===== src/rtl/cv32e40px_apu_arbiter_if.sv =====
// cv32e40px_apu_arbiter_if
//   Bundles the core-side issue/result signals and the shared-APU-side
//   signals of the APU arbiter.
//   slave  : arbiter view (consumes core requests and APU responses)
//   master : environment view (cores + shared APU, e.g. a testbench)
//   Core side : port_req_i, port_gnt_o, port_operands_i, port_op_i,
//               port_flags_i, port_rvalid_o, port_result_o, port_rflags_o
//   APU side  : apu_req_o, apu_gnt_i, apu_operands_o, apu_op_o, apu_flags_o,
//               apu_rvalid_i, apu_result_i, apu_rflags_i
interface cv32e40px_apu_arbiter_if #(
  parameter int NUM_PORTS    = 2,
  parameter int APU_NARGS    = 3,
  parameter int APU_WOP      = 6,
  parameter int APU_NDSFLAGS = 15,
  parameter int APU_NUSFLAGS = 5
);
  logic [NUM_PORTS-1:0]              port_req_i;
  logic [NUM_PORTS-1:0]              port_gnt_o;
  logic [NUM_PORTS*APU_NARGS*32-1:0] port_operands_i;
  logic [NUM_PORTS*APU_WOP-1:0]      port_op_i;
  logic [NUM_PORTS*APU_NDSFLAGS-1:0] port_flags_i;
  logic [NUM_PORTS-1:0]              port_rvalid_o;
  logic [31:0]                       port_result_o;
  logic [APU_NUSFLAGS-1:0]           port_rflags_o;

  logic                              apu_req_o;
  logic                              apu_gnt_i;
  logic [APU_NARGS*32-1:0]           apu_operands_o;
  logic [APU_WOP-1:0]                apu_op_o;
  logic [APU_NDSFLAGS-1:0]           apu_flags_o;
  logic                              apu_rvalid_i;
  logic [31:0]                       apu_result_i;
  logic [APU_NUSFLAGS-1:0]           apu_rflags_i;

  modport slave (
    input  port_req_i, port_operands_i, port_op_i, port_flags_i,
    output port_gnt_o, port_rvalid_o, port_result_o, port_rflags_o,
    output apu_req_o, apu_operands_o, apu_op_o, apu_flags_o,
    input  apu_gnt_i, apu_rvalid_i, apu_result_i, apu_rflags_i
  );

  modport master (
    output port_req_i, port_operands_i, port_op_i, port_flags_i,
    input  port_gnt_o, port_rvalid_o, port_result_o, port_rflags_o,
    input  apu_req_o, apu_operands_o, apu_op_o, apu_flags_o,
    output apu_gnt_i, apu_rvalid_i, apu_result_i, apu_rflags_i
  );
endinterface


===== src/rtl/cv32e40px_apu_arbiter.sv =====
// cv32e40px_apu_arbiter
//   Shares one APU/FPU between NUM_PORTS cores. Issue requests are
//   arbitrated round-robin; the winning port index is pushed into an
//   in-order tag FIFO so each result (returned by the APU in issue order)
//   is steered back to the core that issued it.
// Ports:
//   clk_i, rst_i  : clock, asynchronous active-high reset
//   bus           : cv32e40px_apu_arbiter_if.slave (core side + APU side)
//   outstanding_o : number of operations in flight
//   err_o         : sticky, set by a result arriving with no tag in flight
// Optional feature:
//   CV32E40PX_APU_ARB_RESULT_REG_EN - when defined, port_rvalid_o,
//   port_result_o and port_rflags_o are registered (1 cycle latency);
//   otherwise the result path is combinational.
module cv32e40px_apu_arbiter #(
  parameter int NUM_PORTS    = 2,
  parameter int TAG_DEPTH    = 4,
  parameter int APU_NARGS    = 3,
  parameter int APU_WOP      = 6,
  parameter int APU_NDSFLAGS = 15,
  parameter int APU_NUSFLAGS = 5
) (
  input  logic                         clk_i,
  input  logic                         rst_i,
  cv32e40px_apu_arbiter_if.slave       bus,
  output logic [$clog2(TAG_DEPTH):0]   outstanding_o,
  output logic                         err_o
);
  localparam int PW  = $clog2(NUM_PORTS);
  localparam int PW1 = PW + 1;
  localparam int AW  = $clog2(TAG_DEPTH);
  localparam int CW  = AW + 1;
  localparam int OPW = APU_NARGS * 32;

  logic [PW-1:0] rr_ptr;
  logic [PW-1:0] win;
  logic          found;
  logic [PW1-1:0] cand;

  logic [PW-1:0] tag_mem [TAG_DEPTH];
  logic [AW-1:0] wr_ptr;
  logic [AW-1:0] rd_ptr;
  logic [CW-1:0] count;
  logic          err;

  logic          full;
  logic          empty;
  logic          apu_req;
  logic          push;
  logic          pop;
  logic [PW-1:0] head;
  logic [NUM_PORTS-1:0] vld_p0;

  // Round-robin scan starting at rr_ptr, wrapping at NUM_PORTS.
  always_comb begin
    win   = '0;
    found = 1'b0;
    cand  = '0;
    for (int i = 0; i < NUM_PORTS; i++) begin
      cand = {1'b0, rr_ptr} + PW1'(i);
      if (cand >= PW1'(NUM_PORTS)) cand = cand - PW1'(NUM_PORTS);
      if (!found && bus.port_req_i[cand[PW-1:0]]) begin
        win   = cand[PW-1:0];
        found = 1'b1;
      end
    end
  end

  assign full  = (count == CW'(TAG_DEPTH));
  assign empty = (count == '0);
  // full depends only on registered count, so apu_rvalid_i never reaches
  // apu_req_o combinationally; a same-cycle pop does not free a slot.
  assign apu_req = found & ~full & ~rst_i;
  assign push    = apu_req & bus.apu_gnt_i;
  assign pop     = bus.apu_rvalid_i & ~empty & ~rst_i;
  assign head    = tag_mem[rd_ptr];

  assign bus.apu_req_o = apu_req;

  always_comb begin
    bus.apu_operands_o = '0;
    bus.apu_op_o       = '0;
    bus.apu_flags_o    = '0;
    bus.port_gnt_o     = '0;
    if (apu_req) begin
      bus.apu_operands_o = bus.port_operands_i[win*OPW +: OPW];
      bus.apu_op_o       = bus.port_op_i[win*APU_WOP +: APU_WOP];
      bus.apu_flags_o    = bus.port_flags_i[win*APU_NDSFLAGS +: APU_NDSFLAGS];
    end
    if (push) bus.port_gnt_o[win] = 1'b1;
  end

  always_comb begin
    vld_p0 = '0;
    if (pop) vld_p0[head] = 1'b1;
  end

  always_ff @(posedge clk_i or posedge rst_i) begin
    if (rst_i) begin
      rr_ptr <= '0;
      wr_ptr <= '0;
      rd_ptr <= '0;
      count  <= '0;
      err    <= 1'b0;
    end else begin
      if (push) begin
        wr_ptr <= wr_ptr + AW'(1);
        rr_ptr <= (win == PW'(NUM_PORTS - 1)) ? '0 : win + PW'(1);
      end
      if (pop) rd_ptr <= rd_ptr + AW'(1);
      case ({push, pop})
        2'b10:   count <= count + CW'(1);
        2'b01:   count <= count - CW'(1);
        default: count <= count;
      endcase
      if (bus.apu_rvalid_i && empty) err <= 1'b1;
    end
  end

  // Tag storage is data: only entries between rd_ptr and wr_ptr are read.
  always_ff @(posedge clk_i) begin
    if (push) tag_mem[wr_ptr] <= win;
  end

  assign outstanding_o = count;
  assign err_o         = err;

`ifdef CV32E40PX_APU_ARB_RESULT_REG_EN
  logic [NUM_PORTS-1:0]    vld_p1;
  logic [31:0]             result_p1;
  logic [APU_NUSFLAGS-1:0] rflags_p1;

  // Result stage boundary: tag already popped in the apu_rvalid_i cycle.
  always_ff @(posedge clk_i or posedge rst_i) begin
    if (rst_i) begin
      vld_p1    <= '0;
      result_p1 <= '0;
      rflags_p1 <= '0;
    end else begin
      vld_p1    <= vld_p0;
      result_p1 <= bus.apu_result_i;
      rflags_p1 <= bus.apu_rflags_i;
    end
  end

  assign bus.port_rvalid_o = vld_p1;
  assign bus.port_result_o = result_p1;
  assign bus.port_rflags_o = rflags_p1;
`else
  assign bus.port_rvalid_o = vld_p0;
  assign bus.port_result_o = bus.apu_result_i;
  assign bus.port_rflags_o = bus.apu_rflags_i;
`endif

endmodule


===== src/flat_wrapper.sv =====
// flat-port wrapper written by rule: the top's interface ports become plain ports
module cv32e40px_apu_arbiter_flat 
#(
  parameter int NUM_PORTS    = 2,
  parameter int TAG_DEPTH    = 4,
  parameter int APU_NARGS    = 3,
  parameter int APU_WOP      = 6,
  parameter int APU_NDSFLAGS = 15,
  parameter int APU_NUSFLAGS = 5
)
  (clk_i, rst_i, outstanding_o, err_o, bus_port_req_i, bus_port_operands_i, bus_port_op_i, bus_port_flags_i, bus_port_gnt_o, bus_port_rvalid_o, bus_port_result_o, bus_port_rflags_o, bus_apu_req_o, bus_apu_operands_o, bus_apu_op_o, bus_apu_flags_o, bus_apu_gnt_i, bus_apu_rvalid_i, bus_apu_result_i, bus_apu_rflags_i);
  cv32e40px_apu_arbiter_if #(.NUM_PORTS(NUM_PORTS), .APU_NARGS(APU_NARGS), .APU_WOP(APU_WOP), .APU_NDSFLAGS(APU_NDSFLAGS), .APU_NUSFLAGS(APU_NUSFLAGS)) bus_i ();
  input  logic clk_i;
  input  logic rst_i;
  output logic [$clog2(TAG_DEPTH):0] outstanding_o;
  output logic err_o;
  input wire logic [$bits(bus_i.port_req_i)-1:0] bus_port_req_i;
  input wire logic [$bits(bus_i.port_operands_i)-1:0] bus_port_operands_i;
  input wire logic [$bits(bus_i.port_op_i)-1:0] bus_port_op_i;
  input wire logic [$bits(bus_i.port_flags_i)-1:0] bus_port_flags_i;
  output wire logic [$bits(bus_i.port_gnt_o)-1:0] bus_port_gnt_o;
  output wire logic [$bits(bus_i.port_rvalid_o)-1:0] bus_port_rvalid_o;
  output wire logic [$bits(bus_i.port_result_o)-1:0] bus_port_result_o;
  output wire logic [$bits(bus_i.port_rflags_o)-1:0] bus_port_rflags_o;
  output wire logic [$bits(bus_i.apu_req_o)-1:0] bus_apu_req_o;
  output wire logic [$bits(bus_i.apu_operands_o)-1:0] bus_apu_operands_o;
  output wire logic [$bits(bus_i.apu_op_o)-1:0] bus_apu_op_o;
  output wire logic [$bits(bus_i.apu_flags_o)-1:0] bus_apu_flags_o;
  input wire logic [$bits(bus_i.apu_gnt_i)-1:0] bus_apu_gnt_i;
  input wire logic [$bits(bus_i.apu_rvalid_i)-1:0] bus_apu_rvalid_i;
  input wire logic [$bits(bus_i.apu_result_i)-1:0] bus_apu_result_i;
  input wire logic [$bits(bus_i.apu_rflags_i)-1:0] bus_apu_rflags_i;
  assign bus_i.port_req_i = bus_port_req_i;
  assign bus_i.port_operands_i = bus_port_operands_i;
  assign bus_i.port_op_i = bus_port_op_i;
  assign bus_i.port_flags_i = bus_port_flags_i;
  assign bus_port_gnt_o = bus_i.port_gnt_o;
  assign bus_port_rvalid_o = bus_i.port_rvalid_o;
  assign bus_port_result_o = bus_i.port_result_o;
  assign bus_port_rflags_o = bus_i.port_rflags_o;
  assign bus_apu_req_o = bus_i.apu_req_o;
  assign bus_apu_operands_o = bus_i.apu_operands_o;
  assign bus_apu_op_o = bus_i.apu_op_o;
  assign bus_apu_flags_o = bus_i.apu_flags_o;
  assign bus_i.apu_gnt_i = bus_apu_gnt_i;
  assign bus_i.apu_rvalid_i = bus_apu_rvalid_i;
  assign bus_i.apu_result_i = bus_apu_result_i;
  assign bus_i.apu_rflags_i = bus_apu_rflags_i;
  cv32e40px_apu_arbiter #(.NUM_PORTS(NUM_PORTS), .TAG_DEPTH(TAG_DEPTH), .APU_NARGS(APU_NARGS), .APU_WOP(APU_WOP), .APU_NDSFLAGS(APU_NDSFLAGS), .APU_NUSFLAGS(APU_NUSFLAGS)) u_core (.clk_i(clk_i), .rst_i(rst_i), .bus(bus_i), .outstanding_o(outstanding_o), .err_o(err_o));
endmodule

===== config.mk =====
export PLATFORM = sky130hd
export DESIGN_NAME = cv32e40px_apu_arbiter_flat
export DESIGN_NICKNAME = d
export VERILOG_FILES = /design/src/rtl/cv32e40px_apu_arbiter_if.sv /design/src/rtl/cv32e40px_apu_arbiter.sv /design/src/flat_wrapper.sv
export SDC_FILE = /design/constraint.sdc
export NUM_CORES = 1
export LEC_CHECK = 0
export ABC_AREA = 1
export BUFFER_PORTS_ARGS = -buffer_cell sky130_fd_sc_hd__buf_2
export CAP_MARGIN = 10
export CORE_AREA = 2 2 173 175
export DETAILED_ROUTE_END_ITERATION = 8
export DIE_AREA = 0 0 175 177
export PLACE_DENSITY_LB_ADDON = 0.05
export RECOVER_POWER = 25
export SYNTH_ARGS = -nofsm -noshare
export SYNTH_HDL_FRONTEND = slang
export SYNTH_SLANG_ARGS = --single-unit

===== constraint.sdc =====
create_clock -name clk_i -period 2.7 [get_ports clk_i]
set_clock_uncertainty 0.1 [all_clocks]
set_input_delay 0.81 -clock clk_i [delete_from_list [all_inputs] [get_ports clk_i]]
set_output_delay 0.81 -clock clk_i [all_outputs]
set_load 0.01 [all_outputs]

==> metrics.md <==
| Metric | Value |
|---|---|
| TritonCTS buffer count | 3 |
| Residual DRC count | 0 |
| Clock Tree Root | clkbuf_16 |
| Total grt overflow | 0 |
| Post-Syn Area | about 0.003 sq mm |
| Max frequency | about 370 MHz |
| Fin crit period | about 2700 ps |
| Port Buffers | 365 |
| Cells after Synth | 523 |
| Clock tree sinks | 13 |
| Outcome | completed |
| CTS tree | built |
| Core Box Area | roughly 0.03 sq mm |
| Final Non-Filler Cells | between 1000 and 1500 |
| DP Cell Count | 1235 |
| Detailed placement HPWL | around 16000 microns |
| Maximum clock path buffer count | 2 |
| DRT Pass-1 Iters | 4 |
| Crit path max-delay cell type | buf_16 |
| Post-synth net total | slightly above 800 |
| Row cnt | 63 |
| First-pass GRT wire length | a little under 30000 microns |
| Routed vias/inst | 3.88 |
| Pre-CTS setup slack | -119 ps |
| DRT iter0 DRCs | 116 |
| Worst Path Required | around 1800 ps |
| Layout Utilization | 0.212 |
| Detailed Route WL | 21100 microns |
| Die ar. | around 0.031 sq mm |
| Setup_tns | 0 ps |
| Lkg Pwr | 3.28 nW |
| Critical Path AT | 1780 ps |
| CP Class | in2out |
| Unique cell type count in the Yosys netlist | 24 |
| FF+latch count, synth | 13 |
| Register area share after synthesis | 0.116 |
| Io pins | between 400 and 500 |
| Max-cap viol count | 0 |
| Critical path's largest stage delay | around 190 ps |
| Crit path capture type | output pin |
| RSZ-0062 raised after global routing | true |
| GP Congestion | between 0.7 and 0.8 |
| Setup violations, final | 0 |
| Setup ws final | between 5 and 6 ps |
| Worst-Margin Slew | around 400 ps |
| Antenna Violating Nets Remaining | 0 |
| Total power | ~0.0032 W |
| H-tree depth | 1 |
| DR WL/cell | 16.8 microns |
| Pwr dens | around 520 mW/mm^2 |
| Worst setup SP type | input port |
| Clk_lat worst skew | ~240 ps |
| Largest net degree at the start of global routing | 51 |
| Worst Path Max Fanout | 19 |
| Fin nets | about 1200 |
| GRT Total Usage | 0.121 |
| Die Width | between 150 and 200 microns |
| Clock-pin slew on the worst setup and hold paths | 50 ps |
| Vias | about 4900 |
| Tcrit/Tclk final | 0.998 |
| Final hold violation count | 0 |
| Die H | roughly 180 microns |
| Slew Limit Fails | 0 |
| Hold Path Class | reg2reg |
| Commonest non-fill, non-tap cells in the layout | buf_2, nand3_1, nand2_1, a21oi_2, a21oi_1 |
| Synthesis Warnings | 0 |
| Initial Util | 0.102 |
| IR drop worst, VDD | between 0.00015 and 0.0002 V |
| Vias in the first global route | between 4000 and 5000 |
| Initial antenna violation count | 1 |
| Layout cells sized above 1 | 0.610 |
| Most common cell after layout, fill and taps aside | buf_2 |
| Worst-path cell chain | buf_8 > nor2_4 > nor2_8 > nand2_4 > buf_12 > buf_16 > a21oi_1 > buf_2 |
| Avg Inst Size Synth | between 5 and 6 sq um |
| Slew headroom | 0.733 |
| Syn-to-layout area delta | 109% |
metal layers:
metal,share of wire,global-route usage,up-vias
li1,-,-,2417
met4,0.011,0.0188,0
met5,0,0,-
met2,0.55,0.239,262
met1,0.37,0.134,2191
met3,0.074,0.0273,11
cell families (layout without fill, tap and decap cells):
| family | after synthesis | count (layout) | synth area share |
|---|---|---|---|
| and+or+nand+nor | 271 | 271 | 0.410 |
| AOI/OAI and AO/OA | 122 | 122 | 0.229 |
| buffers and inverters | 107 | 451 | 0.205 |
| DFF | 13 | 13 | 0.116 |
| adders and majority gates | 6 | 6 | 0.0278 |
| xor gates and xnor gates | 4 | 4 | 0.0118 |
| other | 0 | 1 | 0 |
report_power, final:
part	leakage, nW	switching, W	internal [W]
Combinational	3.10	0.00140	0.00119
Sequential	0.142	0.0000666	0.000275
Clock	0.0382	0.0000840	0.000199
Total	3.28	0.00155	0.00166
final cells by class:
| class | count | area [sq um] |
|---|---|---|
| well taps | 390 | 488 |
| inverters | 20 | 75.1 |
| fillers | 3416 | 23000 |
| flip-flops and latches | 13 | 345 |
| multi-input cells | 403 | 2360 |
| repair buffers | 427 | 2860 |
| diodes | 1 | 2.50 |
| clock buffers | 4 | 78.8 |
Yosys cell counts:
library cell / number / area, sq um
nand2_1: 134 / 503
nand3_1: 119 / 596
a21oi_1: 101 / 505
buf_4: 40 / 300
buf_2: 27 / 135
inv_1: 20 / 75.1
a21oi_2: 18 / 158
clkbuf_1: 17 / 63.8
dfrtp_1: 9 / 225
nor2_1: 8 / 30.0
ha_1: 5 / 62.6
edfxtp_1: 4 / 120
buf_6: 3 / 33.8
nand4_1: 3 / 18.8
nand2_2: 2 / 12.5
nand2_4: 2 / 22.5
o21ai_0: 2 / 10.0
xnor2_1: 2 / 17.5
xor2_1: 2 / 17.5
fa_1: 1 / 20.0
nand3_2: 1 / 10.0
nor2_2: 1 / 6.26
nor2_8: 1 / 20.0
o21bai_1: 1 / 7.51
path summary, 6_finish.rpt:
check / start / to / slack [ps] / depth (start not counted)
max in group asynchronous: rst_i / u_core.wr_ptr[1]$_DFFE_PP0P_ / 1590 / 3
min in group asynchronous: rst_i / u_core.err_o$_DFFE_PP0P_ / 630 / 3
max reg2reg: u_core.outstanding_o[0]$_DFFE_PP0P_ / u_core.outstanding_o[2]$_DFFE_PP0P_ / 580 / 9
max: bus_port_req_i[0] / bus_apu_flags_o[1] / 5 / 8
min reg2reg: u_core.rr_ptr$_DFFE_PP0P_ / u_core.rr_ptr$_DFFE_PP0P_ / 380 / 2
min: u_core.rr_ptr$_DFFE_PP0P_ / u_core.rr_ptr$_DFFE_PP0P_ / 380 / 2
registers in the layout, indices dropped and copies added (netlist names):
name	cells
u_core.rd_ptr	2
u_core.err_o	1
u_core.outstanding_o	3
u_core.tag_mem	4
u_core.rr_ptr	1
u_core.wr_ptr	2
critical path, delay by kind of cell:
family / cells / cell delay, ps
buffers and inverters: 4 / 600
AND/OR/NAND/NOR: 3 / 300
AO/OA/AOI/OAI: 1 / 50
stage by stage:
step / hold WS (ps) / instance area (sq um)
final: 380 / 6210
after detailed placement: 373 / 5350
after CTS: 386 / 5670
after global routing: 398 / 6210
after floorplan: 350 / 2970
after global placement: 372 / 5350
timing repair:
action,4_1_cts,5_1_grt
endpoints found under the hold margin,0,0
pin swaps,4,23
buffers inserted,5,4
gates resized for setup,24,95
hold buffers,0,0
setup endpoints to repair,98,100
cloned,3,6
(Power assumes the default switching activity.)
